<file path="config.mk">
export PLATFORM = sky130hd
export DESIGN_NAME = fifo_enq_packer
export DESIGN_NICKNAME = d
export VERILOG_FILES = /design/src/rtl/fifo_enq_packer.sv
export SDC_FILE = /design/constraint.sdc
export NUM_CORES = 1
export LEC_CHECK = 0
export CELL_PAD_IN_SITES_DETAIL_PLACEMENT = 0
export CELL_PAD_IN_SITES_GLOBAL_PLACEMENT = 1
export CORE_MARGIN = 2
export CORE_UTILIZATION = 47
export DETAILED_ROUTE_END_ITERATION = 10
export PLACE_DENSITY_LB_ADDON = 0.15
export SLEW_MARGIN = 20
export SYNTH_ARGS = -nofsm -noshare
export SYNTH_HDL_FRONTEND = slang
export SYNTH_SLANG_ARGS = --single-unit
</file>
<file path="constraint.sdc">
create_clock -name enq_clk -period 5 [get_ports enq_clk]
set_input_delay 1.5 -clock enq_clk [delete_from_list [all_inputs] [get_ports enq_clk]]
set_output_delay 1.5 -clock enq_clk [all_outputs]
set_load 0.01 [all_outputs]
</file>
<file path="src/rtl/fifo_enq_packer.sv">
// Packs narrow beats into RATIO-lane words (keep mask + last flag) for the async FIFO enqueue port.
// Partial words are released on in_last or after TIMEOUT idle cycles with a partially filled word.
module fifo_enq_packer #(
    parameter int IN_W    = 8,
    parameter int RATIO   = 4,
    parameter int TIMEOUT = 16
) (
    input  logic                  enq_clk,
    input  logic                  rst_n,
    input  logic                  flush,
    input  logic [IN_W-1:0]       in_data,
    input  logic                  in_valid,
    input  logic                  in_last,
    output logic                  in_ready,
    output logic [IN_W*RATIO-1:0] out_data,
    output logic [RATIO-1:0]      out_keep,
    output logic                  out_last,
    output logic                  out_valid,
    input  logic                  out_ready
);

    localparam int CW = $clog2(RATIO);
    localparam int IW = (TIMEOUT > 0) ? $clog2(TIMEOUT + 1) : 1;
    localparam logic [CW-1:0] LAST_LANE = CW'(RATIO - 1);
    localparam logic [IW-1:0] IDLE_MAX  = IW'(TIMEOUT);

    typedef enum logic {EMPTY, FILL} state_t;

    state_t                state;
    logic [CW-1:0]         cnt;
    logic [IN_W-1:0]       lanes [RATIO];
    logic [IW-1:0]         idle;

    logic                  out_free;
    logic                  accept;
    logic                  beat_emit;
    logic                  timeout_emit;
    logic                  load;
    logic [IN_W*RATIO-1:0] word;
    logic [RATIO-1:0]      word_keep;

    always_comb begin
        out_free     = !out_valid || out_ready;
        in_ready     = rst_n && out_free && !flush;
        accept       = in_valid && in_ready;
        beat_emit    = accept && (in_last || cnt == LAST_LANE);
        timeout_emit = (TIMEOUT != 0) && (state == FILL) && !accept && !flush
                       && out_free && (idle == IDLE_MAX);
        load         = beat_emit || timeout_emit;
    end

    // Lanes beyond the current fill level are forced to zero so stale data never leaks out.
    always_comb begin
        word      = '0;
        word_keep = '0;
        for (int i = 0; i < RATIO; i++) begin
            if (CW'(i) < cnt) begin
                word[i*IN_W +: IN_W] = lanes[i];
                word_keep[i]         = 1'b1;
            end else if (CW'(i) == cnt && beat_emit) begin
                word[i*IN_W +: IN_W] = in_data;
                word_keep[i]         = 1'b1;
            end
        end
    end

    always_ff @(posedge enq_clk or negedge rst_n) begin
        if (!rst_n) begin
            state     <= EMPTY;
            cnt       <= '0;
            idle      <= '0;
            out_valid <= 1'b0;
            out_data  <= '0;
            out_keep  <= '0;
            out_last  <= 1'b0;
            for (int i = 0; i < RATIO; i++) begin
                lanes[i] <= '0;
            end
        end else if (flush) begin
            state     <= EMPTY;
            cnt       <= '0;
            idle      <= '0;
            out_valid <= 1'b0;
        end else begin
            // A load can only happen when the output register is free, so it may replace a draining word.
            if (load) begin
                out_data  <= word;
                out_keep  <= word_keep;
                out_last  <= beat_emit && in_last;
                out_valid <= 1'b1;
            end else if (out_ready) begin
                out_valid <= 1'b0;
            end

            if (load) begin
                state <= EMPTY;
                cnt   <= '0;
                idle  <= '0;
            end else if (accept) begin
                lanes[cnt] <= in_data;
                cnt        <= cnt + 1'b1;
                state      <= FILL;
                idle       <= '0;
            end else if (state == EMPTY) begin
                idle <= '0;
            end else if (idle != IDLE_MAX) begin
                idle <= idle + 1'b1;
            end
        end
    end

endmodule

</file>
* Word-level counts from Yosys, hierarchy flattened
Cells that the tools add are included.
Word-level totals: bits in registers 78, input port bits 14, output and inout port bits 39, word-level logic and storage cells 87
Cells by class: add/subtract/negate cells 2, magnitude comparators 6, eq/ne operators 7, multiplexer cells 33, bitwise gates (word level) 3, reductions and logical operators 25
Operators by type and width (count):
- two-way mux 8 bit | 9
- bitwise mux 32 bit | 1
- two-way mux 5 bit | 5
- demux 8 bit (select 2 bit) | 1
- logical AND 1 bit | 14
- two-way mux 1 bit | 14
- two-way mux 2 bit | 3
- nonzero test 3 bit | 2
- adder 5 x 1 -> 5 bit, second input constant | 1
- equality test 5 bit, second input constant | 1
- inequality test 5 x 2 -> 1 bit, second input constant | 1
- inequality test 5 bit, second input constant | 1
- equality test 2 bit, first input constant | 2
- < comparator 1 x 2 -> 1 bit, first input constant | 2
- < comparator 2 bit, first input constant | 2
- >= comparator 3 bit, second input constant | 1
- zero test 1 bit | 3
- logical OR 1 bit | 3
- < comparator 3 x 1 -> 1 bit, second input constant | 1
- NOT 2 -> 3 bit | 1
- AND reduction 3 bit | 1
- adder 2 x 1 -> 2 bit, second input constant | 1
- equality test 1 x 2 -> 1 bit, first input constant | 1
- equality test 2 bit, second input constant | 1
- 3 further kinds | 4

* Longest topological paths before layout
Gate-level depths: netlist of run 1.
depth after elaboration 13, depth in mapped cells 7, gate-level depth less buffers 6

* Least setup slack after synthesis of run 1
OpenSTA, ideal clock, no wires.
kind input -> output, start input port flush, end output port in_ready, data arrival time 1.911 ns, required time 3.500 ns, setup slack 1.589 ns, stages 2, path buffers 0, path through nand2b_2 > nor2_1
Between the ends: word-level cells in the longest chain between the ends 2
RTL lines:
- start: declaration | line 10 | input logic flush,
- zero test 1 bit | line 44 | in_ready = rst_n && out_free && !flush;
- logical AND 1 bit | line 44
- end: declaration | line 14 | output logic in_ready,
Every way passes these cells.

* Final worst setup path of run 1
start input port out_ready, end output port in_ready
Between the ends: word-level cells in the longest chain between the ends 3
RTL lines:
- start: declaration | line 19 | input logic out_ready
- logical OR 1 bit | line 43 | out_free = !out_valid || out_ready;
- logical AND 1 bit (2 in series) | line 44
Every way passes these cells.

==> results.tsv, run 1 <==
metric	value	unit
TritonCTS sink count	70	
PortBufs	52	
Worst Skew	0.00609	ns
highest ir drop seen on vdd	0.204	mV
crit path kind	input pin to primary output	
critical path peak fanout	7	
CP max-delay cell	nor2b_1	
first-pass GRT wire length	10300	um
WP data arrival	3.02	ns
part of the Yosys area used for sequential elements	54.0	%
Max Fclk	221	MHz
worst-path cell chain	clkdlybuf4s50_1, nor2b_1, nor2_1, clkdlybuf4s50_1	
register bit count reported by yosys	70	
fin crit share	90.3	%
post-place setup slack	0.473	ns
Wirelength per Cell	17.3	um
Worst-Skew Late Latency	0.34	ns
H-Tree Depth	3	
cells after synthesis	220	
CTS Buf Count	9	
Vias/cell	5.43	
max-slew violation count	0	
Final #Nets	297	
HP Class	flip-flop to flip-flop	
share of layout cells above drive strength 1	29.1	%
area share of the leading cell type in the synthesized netlist	54.0	%
die height	87.1	um
largest net degree at the start of global routing	71	
RSZ-0062 raised after global routing	false	
drt pass-1 iters	4	
Synth cell types	36	
IO Count	53	
Root Driver	clkbuf_8	
detailed router's first-iteration violation count	56	
GR peak layer	met2	
M3 GR Usage	6.45	%
syn nets	240	
final WL	6270	um
Fin Setup TNS	0	ns
final RePlAce weighted congestion	0.738	
final worst setup slack	0.483	ns
Die ar.	7580	sq um
status	completed	
Hold Buf Count CTS	0	
row count	30	
Placement Cell Area	3820	sq um
maxcap violations	0	
Final Hold Viols	0	
initial antenna violation count	0	
ANT cells	0	
Area Growth Syn to Fin	24.7	%
synthesized area	3240	sq um
setup violators final	0	
core area	6720	sq um
met1 usage	24.8	%
Post-DP HPWL	4210	um
Post-Syn Area per Cell	14.7	sq um
Worst Setup Start Kind	input pin	
leakage power	0.00190	uW
slowest stage delay, CP	0.50	ns
Setup Fix Bufs, Post-CTS	0	
Critical Path RT	3.50	ns
Worst Setup End Kind	primary output	
total track usage	18.2	%
Initial Util	48.2	%
synth top area cells	dfrtp_1 (54%), mux2_4 (12%), a22o_1 (8.9%)	
Max Buffers Root-to-Sink	2	
number of routed nets with antenna violations	0	
vias in the first global route	2004	
PD cells	303	nW/um^2
Yosys warnings	0	
Rel. slew slack	41.4	%
post-route cell area	4040	sq um
grt met2 use	27.6	%
Clock transition at path regs	0.07	ns
# DRC	0	
CTS tree	yes	
GR Overflow Total	0	
Resized Gates After CTS	0	
clock period minus worst slack	4.52	ns
Tot Pwr	1230	uW
Worst Max-Slew Pin Slew	0.879	ns
Synth area leader	dfrtp_1	
DR vias	1966	
die width	87.1	um
reg-to-reg slack, setup	2.15	ns
Most Frequent Cell on Critical Path	clkdlybuf4s50_1	
-- synthesized netlist by cell type --
master / count
a21o_1: 1
a21oi_1: 1
a22o_1: 33
a31o_2: 1
and2_1: 1
and4bb_4: 1
buf_2: 1
buf_4: 1
buf_6: 4
clkbuf_1: 3
dfrtp_1: 70
ha_1: 6
inv_1: 6
inv_2: 1
mux2_2: 24
mux2_4: 26
mux2i_1: 2
nand2_1: 2
nand2b_1: 2
nand2b_2: 1
nand3_1: 2
nand3_4: 4
nand3b_1: 1
nand4b_1: 1
nor2_1: 6
nor2b_1: 2
nor3_1: 2
nor3_2: 1
nor3b_1: 2
nor3b_2: 1
nor4_2: 2
o21ai_0: 2
o32a_2: 1
o41ai_1: 1
xnor2_1: 3
xor2_1: 2
-- registers in the layout, summed over array words and instances, names as in the netlist --
name,flops
cnt,2
idle,5
lanes,24
out_data,32
out_keep,4
out_last,1
out_valid,1
state,1
-- metrics by stage --
stage	hold WS, ns	util (%)	std cells
6_report	0.485	60.2	362
5_1_grt	0.508	60.2	362
4_1_cts	0.491	60.2	362
3_5_place_dp	0.469	56.9	346
3_3_place_gp	0.464	56.9	346
2_1_floorplan	0.480	-	220
-- area by class of cell --
class | instances | area, sq um
clock buffers | 14 | 183
clock inverters | 2 | 37.5
fillers | 537 | 2680
inverters | 7 | 26.3
multi-input cells | 134 | 1400
flip-flops and latches | 70 | 1750
well taps | 80 | 100
repair buffers | 55 | 551
-- cell usage in the layout (no fill, tap or decap), types with 3 or more instances in the layout --
cell / n
xnor2_1: 3
nand3_4: 4
a22o_1: 33
nor2_1: 6
mux2_2: 24
dfrtp_1: 70
inv_1: 6
clkdlybuf4s50_1: 51
mux2_4: 26
clkbuf_8: 13
ha_1: 6
-- per-layer routing --
metal / wire length, um / vias to the layer above
li1: - / 926
met1: 3030 / 989
met2: 2920 / 44
met3: 241 / 7
met5: 0 / -
met4: 73 / 0
-- worst paths after layout --
check                            start           end  cells past startpoint
min in group asynchronous        rst_n   out_keep[1]                      2
hold reg to reg            out_keep[3]   out_keep[3]                      1
setup / recovery             out_ready      in_ready                      4
hold / removal             out_keep[3]   out_keep[3]                      1
setup reg to reg                cnt[1]   out_keep[2]                      5
max in group asynchronous        rst_n  out_data[29]                      2
-- cell families after synthesis --
logic type / count (synthesis) / synth area share, %
buf+inv: 16 / 2.93
xor+xnor: 5 / 1.35
fa+ha+maj: 6 / 2.32
mux: 52 / 21.0
compound gates: 40 / 10.5
simple gates: 31 / 7.87
flops: 70 / 54.0
-- where the power goes --
| part | internal (uW) | switching [uW] | leakage, uW |
|---|---|---|---|
| clock | 285 | 200 | 0.000109 |
| combinational | 65.4 | 54.6 | 0.000842 |
| sequential | 602 | 18.0 | 0.000948 |
| total | 953 | 272 | 0.00190 |
-- worst max-delay path, delay by kind of cell --
| kind | cells | cell delay [ns] |
|---|---|---|
| and+or+nand+nor | 2 | 0.60 |
| buffers and inverters | 2 | 0.91 |
Note: power is estimated with default switching activity, not from simulation.
==> inputs of run 2 (changes only) <==
SLEW_MARGIN = not set   (was 20)
==> results of run 2 <==
The final DEF is identical to that of run 1; final timing and power are the same.
==> inputs of run 3 (changes only) <==
GPL_ROUTABILITY_DRIVEN = 1   (was not set)
==> results of run 3 <==
The final DEF is identical to that of run 1; final timing and power are the same.
